$ cat src/rtl/dds_amp_scale.sv
// dds_amp_scale: applies an 8-bit amplitude gain to an offset-binary DDS sample stream.
// The gain changes only at waveform period boundaries. Define AMP_RAMP_EN to step the gain by RAMP_STEP per period.
`default_nettype none

module dds_amp_scale #(
    parameter int RAMP_STEP = 8
) (
    input  logic       clk,
    input  logic       rst,
    input  logic [7:0] a_ver,
    input  logic [7:0] wave_dat,
    input  logic       wave_vld,
    input  logic       phase_wrap,
    output logic [7:0] dac_dat,
    output logic       dac_vld,
    output logic [7:0] gain_cur,
    output logic       gain_pend
);

    if (RAMP_STEP < 1 || RAMP_STEP > 255) begin : g_param_check
        $error("RAMP_STEP must be in 1..255");
    end

    logic [7:0]        tgt;
    logic [7:0]        gain_next;
    logic              wrap_q;
    logic [7:0]        gain_sel;
    logic signed [8:0] s_in;
    logic signed [8:0] s1;
    logic [7:0]        g1;
    logic              v1;
    logic signed [17:0] prod;
    logic signed [9:0]  y;
    logic [7:0]        y_clamp;

    assign wrap_q = wave_vld & phase_wrap;

`ifdef AMP_RAMP_EN
    localparam logic [7:0] STEP = 8'(RAMP_STEP);

    // Bounded step toward the target; the step never passes tgt, so it cannot wrap.
    always_comb begin
        gain_next = gain_cur;
        if (tgt > gain_cur) begin
            if ((tgt - gain_cur) > STEP) gain_next = gain_cur + STEP;
            else                         gain_next = tgt;
        end else if (tgt < gain_cur) begin
            if ((gain_cur - tgt) > STEP) gain_next = gain_cur - STEP;
            else                         gain_next = tgt;
        end
    end
`else
    assign gain_next = tgt;
`endif

    // The wrap sample itself takes the new gain.
    assign gain_sel = wrap_q ? gain_next : gain_cur;
    assign s_in     = 9'($signed({1'b0, wave_dat}) - 9'sd128);

    always_ff @(posedge clk or posedge rst) begin
        if (rst) begin
            tgt       <= 8'd0;
            gain_cur  <= 8'd0;
            gain_pend <= 1'b0;
        end else begin
            tgt       <= a_ver;
            gain_pend <= (tgt != gain_cur);
            if (wrap_q) gain_cur <= gain_next;
        end
    end

    always_ff @(posedge clk or posedge rst) begin
        if (rst) begin
            s1 <= 9'sd0;
            g1 <= 8'd0;
            v1 <= 1'b0;
        end else begin
            v1 <= wave_vld;
            if (wave_vld) begin
                s1 <= s_in;
                g1 <= gain_sel;
            end
        end
    end

    // Product of +/-128 by 0..255 stays within 18 bits; floor shift keeps the result within 10 bits.
    assign prod = s1 * $signed({1'b0, g1});
    assign y    = 10'sd128 + $signed(prod[17:8]);

    always_comb begin
        y_clamp = y[7:0];
        if (y < 10'sd0)        y_clamp = 8'd0;
        else if (y > 10'sd255) y_clamp = 8'd255;
    end

    always_ff @(posedge clk or posedge rst) begin
        if (rst) begin
            dac_dat <= 8'd128;
            dac_vld <= 1'b0;
        end else begin
            dac_vld <= v1;
            if (v1) dac_dat <= y_clamp;
        end
    end

endmodule

`default_nettype wire

$ cat config.mk
export PLATFORM = sky130hd
export DESIGN_NAME = dds_amp_scale
export DESIGN_NICKNAME = d
export VERILOG_FILES = /design/src/rtl/dds_amp_scale.sv
export SDC_FILE = /design/constraint.sdc
export NUM_CORES = 1
export LEC_CHECK = 0
export CORE_ASPECT_RATIO = 0.9
export CORE_UTILIZATION = 45
export DETAILED_ROUTE_END_ITERATION = 16
export SLEW_MARGIN = 20
export SYNTH_ARGS = -nofsm -noshare
export SYNTH_HDL_FRONTEND = slang
export SYNTH_SLANG_ARGS = --single-unit
$ cat constraint.sdc
create_clock -name clk -period 6.5 [get_ports clk]
set_clock_uncertainty 0.2 [all_clocks]
set_input_delay 1.95 -clock clk [delete_from_list [all_inputs] [get_ports clk]]
set_output_delay 1.95 -clock clk [all_outputs]
set_load 0.02 [all_outputs]
## Word-level counts from Yosys, hierarchy flattened

Index checks and enable logic that the tools add are counted.

| operators by class | value |
|---|---|
| add/subtract/negate cells | 2 |
| multiply operators | 1 |
| bitwise operators | 1 |
| multiplexer cells | 3 |
| $lt $le $gt $ge | 2 |
| equal/unequal tests | 1 |

Operators with widths:

| cell | number |
|---|---|
| $mux W8 | 3 |
| $mul A9 B9 Y18 | 1 |
| $add A9 B10 Y10 const A | 1 |
| $gt A10 B9 Y1 const B | 1 |
| $lt A10 B1 Y1 const B | 1 |
| $sub A8 B8 Y9 const B | 1 |
| $ne A8 B8 Y1 | 1 |
| $and A1 B1 Y1 | 1 |

| storage, ports and cells | value |
|---|---|
| input port bits | 20 |
| output and inout port bits | 18 |
| register bits after elaboration | 44 |
| word-level logic and storage cells | 18 |

## Longest topological paths before layout

Gate-level depths: netlist (run 1).

| logic depth | value |
|---|---|
| word-level depth | 5 |
| mapped depth | 25 |
| mapped depth without buffers | 23 |

## Worst setup path before layout (run 1)

Ideal clock, no wire load.

| path | value |
|---|---|
| path type | reg-to-reg |
| start | register s1[7] |
| end | register dac_dat[7] |
| setup slack | 0.576 ns |
| data arrival time | 5.637 ns |
| path buffers | 1 |
| stages on the path, launching flop included | 24 |
| data required time | 6.212 ns |
| setup time | 0.088 ns |
| period minus slack after synthesis | 5.924 ns |
| cell sequence | dfrtp_1 -> clkbuf_1 -> and2_1 -> fa_1 -> inv_1 -> fa_1 -> inv_1 -> fa_1 -> inv_1 -> fa_1 -> inv_1 -> ha_1 -> a21o_1 -> a31o_1 -> nor3_1 -> o211ai_1 -> a21o_1 -> xor2_1 -> ha_1 -> xnor2_1 -> xnor2_1 -> xnor2_1 -> xnor2_2 -> a221oi_2 |

| between the ends | value |
|---|---|
| word-level cells in the longest chain between the ends | 5 |
| elaborated cells on any way between the ends | 6 |
| classes of those cells | add/sub: 1; mul: 1; order compare: 2; mux: 2 |

Ends and longest elaborated chain:

| item | RTL line | text |
|---|---|---|
| start: declaration | 29 | `logic signed [8:0] s1;` |
| start signal: assignment | 80 | `s1 <= s_in;` |
| $mul A9 B9 Y18 (*) | 87 | `assign prod = s1 * $signed({1'b0, g1});` |
| $add A9 B10 Y10 (*) | 88 | `assign y = 10'sd128 + $signed(prod[17:8]);` |
| $gt A10 B9 Y1 | 93 | `else if (y > 10'sd255) y_clamp = 8'd255;` |
| $mux W8 | 93 |  |
| $mux W8 (*) | 92 | `if (y < 10'sd0) y_clamp = 8'd0;` |
| end signal: assignment | 102 | `if (v1) dac_dat <= y_clamp;` |
| end: declaration | 14 | `output logic [7:0] dac_dat,` |

Every way passes the cells marked *; elsewhere a longest branch is shown, timed or not.
A chain may end at the register's enable or synchronous reset.

## Worst setup path after layout (run 1)

| path | value |
|---|---|
| start | register g1[2] |
| end | register dac_dat[0] |

| between the ends | value |
|---|---|
| word-level cells in the longest chain between the ends | 5 |
| elaborated cells on any way between the ends | 6 |
| classes of those cells | add/sub: 1; mul: 1; order compare: 2; mux: 2 |

Ends and longest elaborated chain:

| item | RTL line | text |
|---|---|---|
| start: declaration | 30 | `logic [7:0] g1;` |
| start signal: assignment | 81 | `g1 <= gain_sel;` |
| $mul A9 B9 Y18 (*) | 87 |  |
| $add A9 B10 Y10 (*) | 88 |  |
| $gt A10 B9 Y1 | 93 |  |
| $mux W8 | 93 |  |
| $mux W8 (*) | 92 |  |

Marked as above.

==> out/qor.csv, run 1 <==
metric,value,unit
status,"complete, no violations",
antennaDiodeCount,0,
wl_per_cell,13.29,um
synthDistinctLibCells,44,
crit_type,reg -> reg,
grt_max_degree,44,
hold-worst-slack,340.2,ps
synthArstFlopShare,100.0,%
crit_path_max_fanout,9,
required,6470,ps
cts_tree,yes,
tightest_slew,581.7,ps
first_iter_violations,85,
grt_overflow,0,
cp-start-kind,register,
initial_core_util,46.48,%
synth-edff-count,0,
drt-pass1-iter-count,4,
row_count,33,
antenna_found_initial,0,
cp.arrival,6140,ps
grt_usage,18.34,%
min_period_over_period,95.00,%
dp_hpwl,6.226,mm
synth_top_area_share,25.96,%
grt_pass1_wl,14.26,mm
period_minus_slack,6175,ps
yosysWarnings,0,
gp_congestion,0.8388,
die_w,104.3,um
ys_seq_area_share,25.40,%
syn_to_final_growth,16.08,%
maxCapViolCount,0,
post_drt_via_cell_ratio,4.898,
ys_top_cells_by_area,"fa_1 (26%), dfrtp_1 (25%), ha_1 (9.4%)",
synth.ff_latch_count,43,
fmax,161.9,MHz
insertion_delay,300,ps
syn_inst,415,
hold_viol_final,0,
yosysTopAreaCell,fa_1,
post-route-drc-count,0,
max-slew-margin-rel,61.22,%
cts-root-buf,clkbuf_8,
portBuffers,37,
clock_sinks,43,
netlist_area,4242,um2
cts_buffer_depth,2,
drv_slew,0,
endpoint_kind,register,
fillers,826,
synth.avg_cell_area,10.22,um2
multiInputGateArea,2793,um2
dieArea,9818,um2
rsz0062_at_grt,no,
synth_fp_nets,522,
die_y,94.11,um
grt_pass1_vias,3071,
htreeDepth,2,
top_usage_layer,met2,
layout_common_cells,"inv_1 (90), fa_1 (55), nand2_1 (38), dfrtp_1 (38), clkdlybuf4s50_1 (37)",
wl,7.695,mm
numCtsBuffers,5,
finalSetupViolCount,0,
vias,2836,
layout-drive-gt1-share,12.47,%
ios,38,
totalNegativeSetupSlack,0,ps
final_common_cell,inv_1,
postRouteAntennaNets,0,
met3_usage,2.080,%
ctsHoldBuffers,0,
regArea,1082,um2
hp-class,reg -> reg,
nNetsFinal,563,
gr-usage-met1,24.84,%
synthFlopType,dfrtp_1,
use_met2,31.68,%
clk_pin_slew,90,ps
core,9125,um2
path summary, 6_finish.rpt:
| path | start | endpoint | slack, ps | depth (start not counted) |
|---|---|---|---|---|
| worst max-delay path | g1[2] | dac_dat[0] | 320 | 22 |
| worst min-delay path | dac_dat[7] | dac_dat[7] | 340 | 2 |
| worst max register to register | g1[2] | dac_dat[0] | 320 | 22 |
| worst min register to register | dac_dat[7] | dac_dat[7] | 340 | 2 |
| max in group asynchronous | rst | g1[0] | 3820 | 3 |
| min in group asynchronous | rst | gain_pend | 1880 | 3 |
kinds of logic after synthesis:
group | share of synthesized area (%)
AO/OA/AOI/OAI | 7.581
adder cells (fa/ha/maj) | 35.40
flip-flops | 25.40
multiplexers | 6.342
AND/OR/NAND/NOR | 11.53
XOR/XNOR | 4.307
buffers and inverters | 9.439
cell type report:
| cell class | instances | share of cell area, % |
|---|---|---|
| well taps | 122 | 3.100 |
| inverters | 92 | 7.090 |
| multi-input cells | 269 | 56.72 |
| flip-flops and latches | 43 | 21.98 |
| clock buffers | 5 | 1.398 |
| clock inverters | 3 | 0.9657 |
| repair buffers | 45 | 8.742 |
through the flow:
stage / util [%] / instances / setup WS [ps] / instance area [um2]
6_report: 53.96 / 579 / 324.9 / 4923
5_1_grt: 53.96 / 579 / 40.69 / 4923
4_1_cts: 53.05 / 573 / 172.9 / 4841
3_5_place_dp: 51.78 / 565 / 203.3 / 4725
2_1_floorplan: - / 415 / 575.5 / 4242
3_3_place_gp: 51.78 / 565 / 344.1 / 4725
state kept, by name, indices dropped and copies added (netlist names):
name and cells:
dac_dat 8, dac_vld 1, g1 8, gain_cur 8
gain_next 8, gain_pend 1, s1 8, v1 1
per-layer routing:
layer	vias up	part of all wire [%]
li1	1378	-
met1	1420	50
met3	8	2.6
met4	0	1.2
met2	30	46
met5	-	0
worst max-delay path, cell delays in order, from the launching register on:
cell and delay [ps]:
dfrtp_2 470, and2_1 180, fa_1 580, clkinvlp_4 170
fa_1 550, inv_1 50, fa_1 470, inv_1 50
fa_1 520, inv_1 40, ha_2 310, a21o_1 210
a31o_1 250, nor3_4 220, o211ai_1 160, a21o_1 220
xor2_1 140, ha_1 210, xnor2_1 190, xnor2_1 160
xnor2_1 120, xnor2_2 410, o22ai_1 160
synthesized netlist by cell type (all sizes together), types with 4 or more instances:
library cell   n
nand2         38
nor4           4
clkbuf         8
xor2          10
and2          35
ha            32
dfrtp         42
o22ai          5
o21ai          5
xnor2         10
inv           92
a21oi         14
fa            55
nor2           8
mux2          23
what timing repair did:
item	4_1_cts	5_1_grt
setup endpoints to repair	0	8
setup buffers	0	6
resized for setup	0	10
Power of run 1 is not shown: default switching activity piles up to over one toggle a cycle in this logic, so the estimate is an artifact.
==> run 2, diff against run 1 <==
--- a/config.mk
+++ b/config.mk
@@ -6,8 +6,11 @@
 export NUM_CORES = 1
 export LEC_CHECK = 0
 export CORE_ASPECT_RATIO = 0.9
+export CORE_MARGIN = 10
 export CORE_UTILIZATION = 45
 export DETAILED_ROUTE_END_ITERATION = 16
+export PLACE_DENSITY_LB_ADDON = 0.3
+export RECOVER_POWER = 50
 export SLEW_MARGIN = 20
 export SYNTH_ARGS = -nofsm -noshare
 export SYNTH_HDL_FRONTEND = slang
==> out/qor.csv, run 2 (synthesis gave the netlist of run 1 again) <==
metric,value,unit,change
gp_congestion,0.8510,,+1.5%
cp-start-kind,register,,
finalSetupViolCount,0,,unchanged
grt_max_degree,44,,unchanged
max-slew-margin-rel,-51.02,%,-110 points
maxCapViolCount,1,,+1
dieArea,13710,um2,+40%
die_w,122.3,um,+17%
die_y,112.1,um,+19%
ff2ff_path_depth,22,,unchanged
crit_path_max_fanout,8,,-1
violations,"capacitance limit, slew limit",,
r2r_slack,400,ps,+70 ps
worstHoldPathCells,2,,unchanged
insertion_delay,300,ps,about the same
final_common_cell,inv_1,,
min_from,dac_dat[7],,
tightest_slew,2265,ps,+1684 ps
hold_viol_final,0,,unchanged
hold_path_end,dac_dat[7],,
postRouteAntennaNets,0,,unchanged
wl,8.155,mm,+6.0%
grt_pass1_wl,14.63,mm,+2.6%
core,9166,um2,+0.45%
status,"finished, violations left",,
drv_slew,44,,+44
clk_pin_slew,80,ps,about the same
cts_buffer_depth,2,,unchanged
dp_hpwl,6.738,mm,+8.2%
drt-pass1-iter-count,4,,unchanged
portBuffers,37,,unchanged
timing.rr.start,s1[7],,
final_cells,579,,unchanged
layout-drive-gt1-share,12.04,%,-0.44 points
clock_sinks,43,,unchanged
period_minus_slack,6103,ps,-72.27 ps
hp-class,reg -> reg,,
cts-root-buf,clkbuf_8,,
grt_pass1_vias,3136,,+2.1%
post_drt_via_cell_ratio,4.962,,+1.3%
syn_to_final_growth,16.02,%,about the same
endpoint_kind,register,,
dp.cells,565,,unchanged
vias,2873,,+1.3%
htreeDepth,2,,unchanged
initial_core_util,46.27,%,-0.21 points
first_iter_violations,131,,+54%
nNetsFinal,563,,unchanged
ctsHoldBuffers,0,,unchanged
required,6460,ps,about the same
ios,38,,unchanged
numCtsBuffers,5,,unchanged
cts_tree,yes,,
antenna_found_initial,0,,unchanged
antennaDiodeCount,0,,unchanged
min_period_over_period,93.89,%,-1.1 points
row_count,33,,unchanged
layout_common_cells,"inv_1 (90), fa_1 (55), nand2_1 (38), dfrtp_1 (38), and2_1 (35)",,
grt_usage,12.83,%,-5.5 points
fmax,163.9,MHz,+1.2%
post-route-drc-count,0,,unchanged
r2r_end,dac_dat[1],,
wl_per_cell,14.08,um,+6.0%
crit_type,reg -> reg,,
cp.arrival,6060,ps,-80 ps
grt_overflow,0,,unchanged
==> run 2: repair_timing <==
item	in CTS	in global routing
setup buffers	0	6
endpoints found under the setup margin	0	8
gates resized for setup	0	10
==> run 2: critical path, stage by stage (launching register included) <==
cell	delay, ps
dfrtp_2	460
and2_1	220
fa_1	570
clkinvlp_4	170
fa_1	560
inv_1	50
fa_1	470
inv_1	50
fa_1	520
inv_1	40
ha_2	310
a21o_1	210
a31o_1	250
nor3_4	210
o211ai_1	160
a21o_1	220
xor2_1	140
ha_1	210
xnor2_1	160
xnor2_1	150
xnor2_1	120
xnor2_2	350
o22ai_1	160
==> run 2: final cells by class <==
| cell class | instances | area (um2) |
|---|---|---|
| timing repair buffer | 45 | 422.9 |
| inverter | 92 | 349.1 |
| multi-input combinational | 269 | 2793 |
| fill | 818 | 4245 |
| clock buffer | 6 | 82.58 |
| tap | 122 | 152.6 |
| sequential | 43 | 1082 |
| clock inverter | 2 | 38.79 |
==> run 2: stage by stage <==
step / setup TNS, ps / util, % / area, um2 / hold WS [ps] / setup WS, ps
global placement: 0 / 51.54 / 4725 / 315.8 / 374.4
floorplan: 0 / - / 4242 / 151.9 / 575.5
global route: -15.67 / 53.69 / 4921 / 367.4 / -8.517
finish: 0 / 53.69 / 4921 / 322.3 / 397.2
CTS: 0 / 52.87 / 4846 / 331.0 / 223.0
detailed placement: 0 / 51.54 / 4725 / 319.2 / 258.4
==> run 2: per-layer routing <==
layer	up-vias	global-route usage [%]	wire, um
li1	1376	-	-
met1	1438	16.59	3624
met2	53	22.13	4172
met3	6	1.403	257
met4	0	3.532	100
met5	-	0	0
==> run 2: worst max-delay path by stage <==
stage / from / endpoint / slack, ps / depth (start not counted)
floorplan: s1[7] / dac_dat[7] / 580 / 23
global placement: s1[7] / dac_dat[0] / 370 / 22
detailed placement: s1[7] / dac_dat[1] / 260 / 22
CTS: s1[7] / dac_dat[1] / 220 / 22
global route: s1[7] / dac_dat[1] / -9 / 22
finish: s1[7] / dac_dat[1] / 400 / 22
Power of run 2 is left out for the same reason.
